**src/rtl/ex_pkg.sv**
```systemverilog
// Shared execute-stage definitions for the iterative RV64M multiply/divide unit.
package ex_pkg;

   localparam int XLEN = 64;

   localparam logic [2:0] F3_MUL    = 3'b000;
   localparam logic [2:0] F3_MULH   = 3'b001;
   localparam logic [2:0] F3_MULHSU = 3'b010;
   localparam logic [2:0] F3_MULHU  = 3'b011;
   localparam logic [2:0] F3_DIV    = 3'b100;
   localparam logic [2:0] F3_DIVU   = 3'b101;
   localparam logic [2:0] F3_REM    = 3'b110;
   localparam logic [2:0] F3_REMU   = 3'b111;

   typedef enum logic [1:0] {
      IDLE = 2'd0,
      CALC = 2'd1,
      FIX  = 2'd2,
      DONE = 2'd3
   } mdState_t;

   localparam int MULDIV_LATENCY = XLEN + 2;

endpackage

```
**src/rtl/ex_muldiv_seq.sv**
```systemverilog
// Radix-2 multiply/divide sequencer: magnitudes are iterated with one shared
// adder/subtractor, signs are restored in FIX, and the RISC-V divide special
// cases bypass the loop entirely.
module ex_muldiv_seq #(
   parameter int XLEN  = ex_pkg::XLEN,
   parameter int CNT_W = $clog2(XLEN)
) (
   input  logic            clk,
   input  logic            rst,
   input  logic            start,
   input  logic [2:0]      funct3,
   input  logic [XLEN-1:0] op_a,
   input  logic [XLEN-1:0] op_b,
   input  logic            flush,
   output logic            stall,
   output logic            busy,
   output logic            result_valid,
   output logic [XLEN-1:0] result
);
   import ex_pkg::*;

   mdState_t              state_q, state_d;
   logic [CNT_W-1:0]      cnt_q, cnt_d;
   logic [2:0]            op_q, op_d;
   logic                  negRes_q, negRes_d;
   logic                  negRem_q, negRem_d;
   logic [XLEN-1:0]       acc_q, acc_d;
   logic [XLEN-1:0]       lo_q, lo_d;
   logic [XLEN-1:0]       mag_q, mag_d;
   logic [XLEN-1:0]       result_q, result_d;

   logic                  isDivIn, aSigned, bSigned, aNeg, bNeg;
   logic [XLEN-1:0]       aMag, bMag;
   logic                  divZero, divOvf, fastHit;
   logic [XLEN-1:0]       fastVal;
   logic [XLEN:0]         addA, addB, sum;
   logic                  addSub;
   logic [2*XLEN-1:0]     prodFix;
   logic [XLEN-1:0]       quoFix, remFix, fixVal;

   // Decode the incoming op: signedness, operand magnitudes and the special cases
   always_comb begin
      isDivIn = funct3[2];
      aSigned = funct3 inside {F3_MUL, F3_MULH, F3_MULHSU, F3_DIV, F3_REM};
      bSigned = funct3 inside {F3_MUL, F3_MULH, F3_DIV, F3_REM};
      aNeg    = aSigned && op_a[XLEN-1];
      bNeg    = bSigned && op_b[XLEN-1];
      aMag    = aNeg ? -op_a : op_a;
      bMag    = bNeg ? -op_b : op_b;
      divZero = isDivIn && (op_b == '0);
      divOvf  = (funct3 == F3_DIV || funct3 == F3_REM) &&
                (op_a == {1'b1, {(XLEN-1){1'b0}}}) && (op_b == '1);
      fastHit = divZero || divOvf;
      fastVal = '0;
      if (divZero) begin
         fastVal = funct3[1] ? op_a : '1;
      end else if (divOvf) begin
         fastVal = funct3[1] ? '0 : op_a;
      end
   end

   // Shared adder: add-multiplicand for multiply, trial subtract for divide
   always_comb begin
      if (op_q[2]) begin
         addA   = {acc_q, lo_q[XLEN-1]};
         addB   = {1'b0, mag_q};
         addSub = 1'b1;
      end else begin
         addA   = {1'b0, acc_q};
         addB   = lo_q[0] ? {1'b0, mag_q} : '0;
         addSub = 1'b0;
      end
      sum = addA + (addSub ? ~addB : addB) + {{XLEN{1'b0}}, addSub};
   end

   // Sign fix-up of the finished magnitude result and op-specific selection
   always_comb begin
      prodFix = negRes_q ? -{acc_q, lo_q} : {acc_q, lo_q};
      quoFix  = negRes_q ? -lo_q : lo_q;
      remFix  = negRem_q ? -acc_q : acc_q;
      case (op_q)
         F3_MUL:                   fixVal = prodFix[XLEN-1:0];
         F3_MULH, F3_MULHSU,
         F3_MULHU:                 fixVal = prodFix[2*XLEN-1:XLEN];
         F3_DIV, F3_DIVU:          fixVal = quoFix;
         default:                  fixVal = remFix;
      endcase
   end

   // Sequencing FSM next state, iteration step and result capture
   always_comb begin
      state_d  = state_q;
      cnt_d    = cnt_q;
      op_d     = op_q;
      negRes_d = negRes_q;
      negRem_d = negRem_q;
      acc_d    = acc_q;
      lo_d     = lo_q;
      mag_d    = mag_q;
      result_d = result_q;
      case (state_q)
         IDLE: begin
            if (start && !flush) begin
               op_d     = funct3;
               negRes_d = aNeg ^ bNeg;
               negRem_d = aNeg;
               if (fastHit) begin
                  state_d  = DONE;
                  result_d = fastVal;
               end else begin
                  state_d = CALC;
                  cnt_d   = CNT_W'(XLEN - 1);
                  acc_d   = '0;
                  lo_d    = isDivIn ? aMag : bMag;
                  mag_d   = isDivIn ? bMag : aMag;
               end
            end
         end
         CALC: begin
            if (op_q[2]) begin
               if (!sum[XLEN]) begin
                  acc_d = sum[XLEN-1:0];
                  lo_d  = {lo_q[XLEN-2:0], 1'b1};
               end else begin
                  acc_d = addA[XLEN-1:0];
                  lo_d  = {lo_q[XLEN-2:0], 1'b0};
               end
            end else begin
               acc_d = sum[XLEN:1];
               lo_d  = {sum[0], lo_q[XLEN-1:1]};
            end
            if (cnt_q == '0) begin
               state_d = FIX;
            end else begin
               cnt_d = cnt_q - 1'b1;
            end
         end
         FIX: begin
            state_d  = DONE;
            result_d = fixVal;
         end
         DONE: begin
            state_d = IDLE;
         end
         default: begin
            state_d = IDLE;
         end
      endcase
      if (flush) begin
         state_d  = IDLE;
         result_d = result_q;
      end
   end

   // State, datapath and result registers with synchronous reset
   always_ff @(posedge clk) begin
      if (rst) begin
         state_q  <= IDLE;
         cnt_q    <= '0;
         op_q     <= '0;
         negRes_q <= 1'b0;
         negRem_q <= 1'b0;
         acc_q    <= '0;
         lo_q     <= '0;
         mag_q    <= '0;
         result_q <= '0;
      end else begin
         state_q  <= state_d;
         cnt_q    <= cnt_d;
         op_q     <= op_d;
         negRes_q <= negRes_d;
         negRem_q <= negRem_d;
         acc_q    <= acc_d;
         lo_q     <= lo_d;
         mag_q    <= mag_d;
         result_q <= result_d;
      end
   end

   assign stall        = (state_q == IDLE && start && !flush) ||
                         state_q == CALC || state_q == FIX;
   assign busy         = (state_q != IDLE);
   assign result_valid = (state_q == DONE) && !flush;
   assign result       = result_q;

endmodule

```
**config.mk**
```make
export PLATFORM = sky130hd
export DESIGN_NAME = ex_muldiv_seq
export DESIGN_NICKNAME = d
export VERILOG_FILES = /design/src/rtl/ex_pkg.sv /design/src/rtl/ex_muldiv_seq.sv
export SDC_FILE = /design/constraint.sdc
export NUM_CORES = 2
export LEC_CHECK = 0
export CORE_ASPECT_RATIO = 0.8
export CORE_MARGIN = 2
export CORE_UTILIZATION = 24
export DETAILED_ROUTE_END_ITERATION = 10
export SLEW_MARGIN = 20
export SYNTH_ARGS = -nofsm -noshare
export SYNTH_HDL_FRONTEND = slang
export SYNTH_SLANG_ARGS = --single-unit
```
**constraint.sdc**
```tcl
create_clock -name clk -period 12.2 [get_ports clk]
set_input_delay 2.44 -clock clk [delete_from_list [all_inputs] [get_ports clk]]
set_output_delay 2.44 -clock clk [all_outputs]
set_load 0.01 [all_outputs]
```
# ---- Word-level counts from Yosys, hierarchy flattened
# Index checks and enable logic that the tools add are counted.
dict set report word_totals {
  register_bits 269
  inputBits 135
  output_inout_bits 67
  word_cells 111
}
dict set report op_classes {
  add_sub_neg 8
  eq_ne 19
  mux 38
  bitwise_logic 4
  reduce_logical 33
}
# cell n
set op_table {}
lappend op_table {{64-bit two-way mux} 21}
lappend op_table {{64-bit case mux with 2 select lines} 3}
lappend op_table {{64-bit negator} 4}
lappend op_table {{64-bit case mux with 3 select lines} 1}
lappend op_table {{65-bit two-way mux} 2}
lappend op_table {{64-bit equality test (second input constant)} 2}
lappend op_table {{128-bit two-way mux} 1}
lappend op_table {{128-bit negator} 1}
lappend op_table {{65-bit by 1-bit adder with 65-bit output} 1}
lappend op_table {{65-bit adder} 1}
lappend op_table {{65-bit NOT} 1}
lappend op_table {{64-bit zero test} 1}
lappend op_table {{6-bit two-way mux} 3}
lappend op_table {{3-bit equality test (second input constant)} 4}
lappend op_table {{6-bit case mux with 2 select lines} 1}
lappend op_table {{2-bit inequality test (second input constant)} 5}
lappend op_table {{3-bit by 2-bit equality test with 1-bit output (second input constant)} 3}
lappend op_table {{1-bit logical AND} 9}
lappend op_table {{2-bit case mux with 4 select lines} 1}
lappend op_table {{4-bit AND reduction} 2}
lappend op_table {{3-bit by 1-bit equality test with 1-bit output (second input constant)} 2}
lappend op_table {{3-bit zero test} 2}
lappend op_table {{6-bit zero test} 1}
lappend op_table {{2-bit two-way mux} 3}
lappend op_table {{16 further kinds} 27}

# ---- Longest topological paths before layout
dict set report logic_depth {
  depth_word 9
  ltp_mapped 21
  depth_no_buf 15
}

# ---- Worst setup path after synthesis
# No wires, ideal clock.
dict set report synth_path {
  kind {input to output}
  from {input port flush}
  to {output port stall}
  t_arrival_ns 3.118
  required_time_ns 9.760
  path_slack_ns 6.642
  stages 3
  n_path_buf 0
  cell_sequence {nand2b_1 > nor2_1 > or3_1}
}
dict set report synth_via {
  elab_chain_cells 4
}
# item line_no
set synth_rtl {}
lappend synth_rtl {{start, declared} ex_muldiv_seq.sv:14} ;# input logic flush,
lappend synth_rtl {{1-bit zero test} ex_muldiv_seq.sv:180} ;# assign stall = (state_q == IDLE && start && !flush) ||
lappend synth_rtl {{1-bit logical AND} ex_muldiv_seq.sv:180}
lappend synth_rtl {{1-bit logical OR} ex_muldiv_seq.sv:180}
lappend synth_rtl {{1-bit logical OR} ex_muldiv_seq.sv:181} ;# state_q == CALC || state_q == FIX;
lappend synth_rtl {{end, declared} ex_muldiv_seq.sv:15} ;# output logic stall,
# No other way between the ends.

# ---- Final worst setup path
dict set report layout_path {
  from {input port op_b[4]}
  to {register acc_q[41]}
}
dict set report layout_via {
  elab_chain_cells 5
  elab_cells_between_ends 7
  classes_between {2 x eq/ne; 5 x reduce/logical}
}
# item line_no
set layout_rtl {}
lappend layout_rtl {{start, declared} ex_muldiv_seq.sv:13} ;# input logic [XLEN-1:0] op_b,
lappend layout_rtl {{64-bit equality test or 64-bit zero test (tied branches)} {ex_muldiv_seq.sv:52, ex_muldiv_seq.sv:50}}
lappend layout_rtl {{1-bit logical AND, on equally long branches} {ex_muldiv_seq.sv:52, ex_muldiv_seq.sv:50}}
lappend layout_rtl {{1-bit logical OR (*)} ex_muldiv_seq.sv:53} ;# fastHit = divZero || divOvf;
lappend layout_rtl {{2-bit inequality test (no line) (*)} n/a}
lappend layout_rtl {{3-bit AND reduction (no line) (*)} n/a}
lappend layout_rtl {{end signal, assigned} ex_muldiv_seq.sv:163} ;# acc_q <= '0;
lappend layout_rtl {{end signal, assigned} ex_muldiv_seq.sv:173} ;# acc_q <= acc_d;
lappend layout_rtl {{end, declared} ex_muldiv_seq.sv:27} ;# logic [XLEN-1:0] acc_q, acc_d;
# Every way passes the cells marked *; elsewhere a longest branch is shown, timed or not.
# A chain may end at the register's enable or synchronous reset.

==> flow_summary.ini <==
[synth]
synthXorXnorAreaFrac = 0.0923
seq_area_frac_synth = 0.192
syn_inst = 3999
synth_top_family_by_area = compound AO/OA/AOI/OAI gates
synth_seq_cells = 269
synth_mux_area_frac = 0.0816
yosys_warnings = 0
syn-cell-area_mm2 = 0.0281
synth_compound_area_frac = 0.297
syn_area_per_cell_um2 = 7.02
synth_enable_flop_cells = 0
async_reset_ff_frac = 0
synth_fp_nets = 4209
synth_fa_ha_area_frac = 0.0337
yosys_most_used_dff = dfxtp_1
synth-simple-area-share = 0.245
synth_cell_type_count = 93

[cells_and_area]
final_core_util = 0.277
final_cell_mix = 433 x nand2_1, 388 x nor2_1, 369 x a21oi_1
drive_gt1_frac = 0.0788
final_common_cell = nand2_1
syn2layout_area_growth_pct = 14.7
final_nets = 4139

[grt]
antenna_found_initial = 12
grt_pass1_vias = 28900
grtUsageTotal = 0.252
grt_max_degree = 80
grt_remaining_overflow = 0
grt_pass1_wl_um = 222000

[timing]
final.period_utilization = 0.597
final_hold_viol_count = 0
rsz0062_at_grt = no
slew_headroom = 0.128
timing.fmax_mhz = 137
setup_viol = 0
layout_min_cycle_time_ps = 7290
skew_ps = 49.6
worst_pin_slew_ps = 1300
setup_tns_ps = 0
finalMaxSlewViolations = 0

[job]
cap_violations = 0

[power]
p_leak_nw = 11.3
switchingPower_mw = 1.11
p_seq_frac = 0.346
p_per_area_mw_per_mm2 = 89.1
p_int_mw = 1.76
p_sw_frac = 0.387
power_frac_clock = 0.351
pwr-share-comb = 0.303
ir_worst_vdd_uv = 112

[clocking]
postCtsHoldBufs = 0
cts-root-buf = clkbuf_16
cts_made_buffers = 30
numClockSinks = 269
tritoncts = yes
h-tree-depth = 1
ctsResizeCount = 0
post_cts_buffers = 0
clkSlewWorstSetupHoldPaths_ps = 60
clock_path_buffers = 3
insertion_delay_ps = 650

[route]
vias = 33300
drcViolationCount = 0
drt_iter0_markers = 6155
ant_nets = 0
vias_per_cell = 6.07
dr.pass1.iters = 6
route.detailed.wl_per_inst_um = 29.0
wirelength_um = 160000

[critical_path]
crit_type = input port to flop
cp_max_fo = 72
worstPathArrival_ps = 7800
end_kind = flop
required_ps = 12710
critPathLaunchType = input port

[floorplanning]
die_w_um = 386
dieArea_mm2 = 0.120
coreArea_mm2 = 0.116
rows = 112
io_pins = 202
die_h_um = 310
start_util = 0.241

[place]
port-buffer-count = 201
place_congestion = 1.11
dp_hpwl_um = 126000

[worst_hold_path]
hold_class = flop to flop

[run_status]
status = completed
[cells by family after synthesis]
| kind of cell | Yosys count |
|---|---|
| XOR/XNOR | 296 |
| multiplexers | 215 |
| AND/OR/NAND/NOR | 1428 |
| AO/OA/AOI/OAI | 1290 |
| adder cells (fa/ha/maj) | 75 |
| buffers and inverters | 426 |
| flip-flops | 269 |
[registers in the layout, summed over array words and instances (netlist names)]
register,count
result,64
cnt_q,6
op_q,3
state_q,2
negRes_q,1
acc_q,64
lo_q,64
mag_q,64
negRem_q,1
[worst max-delay path, cell delays in order]
cell             delay, ps
clkdlybuf4s50_1        540
or4_1                  690
or3_4                  490
nor4_4                 530
nand3_2                220
o21a_1                 300
nand2_2                120
buf_4                  650
a211o_1                780
buf_4                  410
nor2_1                 130
a221o_1                400
[layout make-up]
cell class / instances / area, um^2
Clock buffer: 39 / 826
Tap cell: 1539 / 1930
Fill cell: 12800 / 84100
Sequential cell: 269 / 5390
Inverter: 58 / 218
Antenna cell: 4 / 10.0
Clock inverter: 12 / 201
Timing Repair Buffer: 266 / 2500
Multi-Input combinational cell: 3304 / 21200
[path summary, 6_finish.rpt]
kind / slack, ps / startpoint / endpoint / cells after the start
worst max-delay path: 4910 / op_b[4] / acc_q[41] / 12
worst min-delay path: 460 / result[62] / result[62] / 2
worst max register to register: 5660 / op_q[2] / lo_q[0] / 14
worst min register to register: 460 / result[62] / result[62] / 2
[cells in the mapped netlist, drive strengths merged, types with 21 or more instances]
library cell / number / area share
o21bai: 21 / 0.0056
xor2: 150 / 0.047
ha: 74 / 0.033
a211oi: 131 / 0.035
nand3: 93 / 0.017
mux2: 112 / 0.045
nor2: 395 / 0.053
or2: 23 / 0.0051
o211ai: 40 / 0.011
or4: 39 / 0.011
nand4: 61 / 0.014
xnor2: 146 / 0.046
inv: 58 / 0.0078
dfxtp: 269 / 0.19
o21ai: 298 / 0.053
mux2i: 103 / 0.037
nand2b: 24 / 0.0053
a21oi: 372 / 0.067
a31oi: 28 / 0.0062
and2: 27 / 0.0060
a21o: 40 / 0.011
o221ai: 37 / 0.012
a22oi: 60 / 0.016
or3: 53 / 0.012
nand2: 435 / 0.058
clkbuf: 306 / 0.041
buf: 62 / 0.011
o31ai: 76 / 0.021
nor4: 71 / 0.019
nor3: 135 / 0.025
o41ai: 30 / 0.010
[metal layers]
metal,part of all wire,track usage,up-vias
met1,0.43,0.364,16000
met4,0.038,0.0799,14
met2,0.37,0.323,2355
met5,0.00054,0,-
met3,0.16,0.111,318
li1,-,-,14600
[power groups by stage]
stage                     sequential [mW]  clock, mW  combinational, mW
after floorplan                     0.959          0              0.501
after global placement               1.01          0              0.817
after detailed placement             1.01          0              0.817
after CTS                           0.987       1.01              0.821
after global routing                0.995       1.05              0.894
final                               0.995       1.01              0.870
[per-stage QoR]
step	hold slack (ps)	cells	power [mW]	instance area, um^2	setup WS, ps
floorplan	442	3999	1.46	28100	6640
global placement	443	5436	1.82	31200	4510
detailed placement	448	5436	1.82	31200	4420
CTS	460	5487	2.82	32200	4970
global route	477	5487	2.93	32200	4760
finish	455	5491	2.87	32200	4910
(Power assumes the default switching activity.)
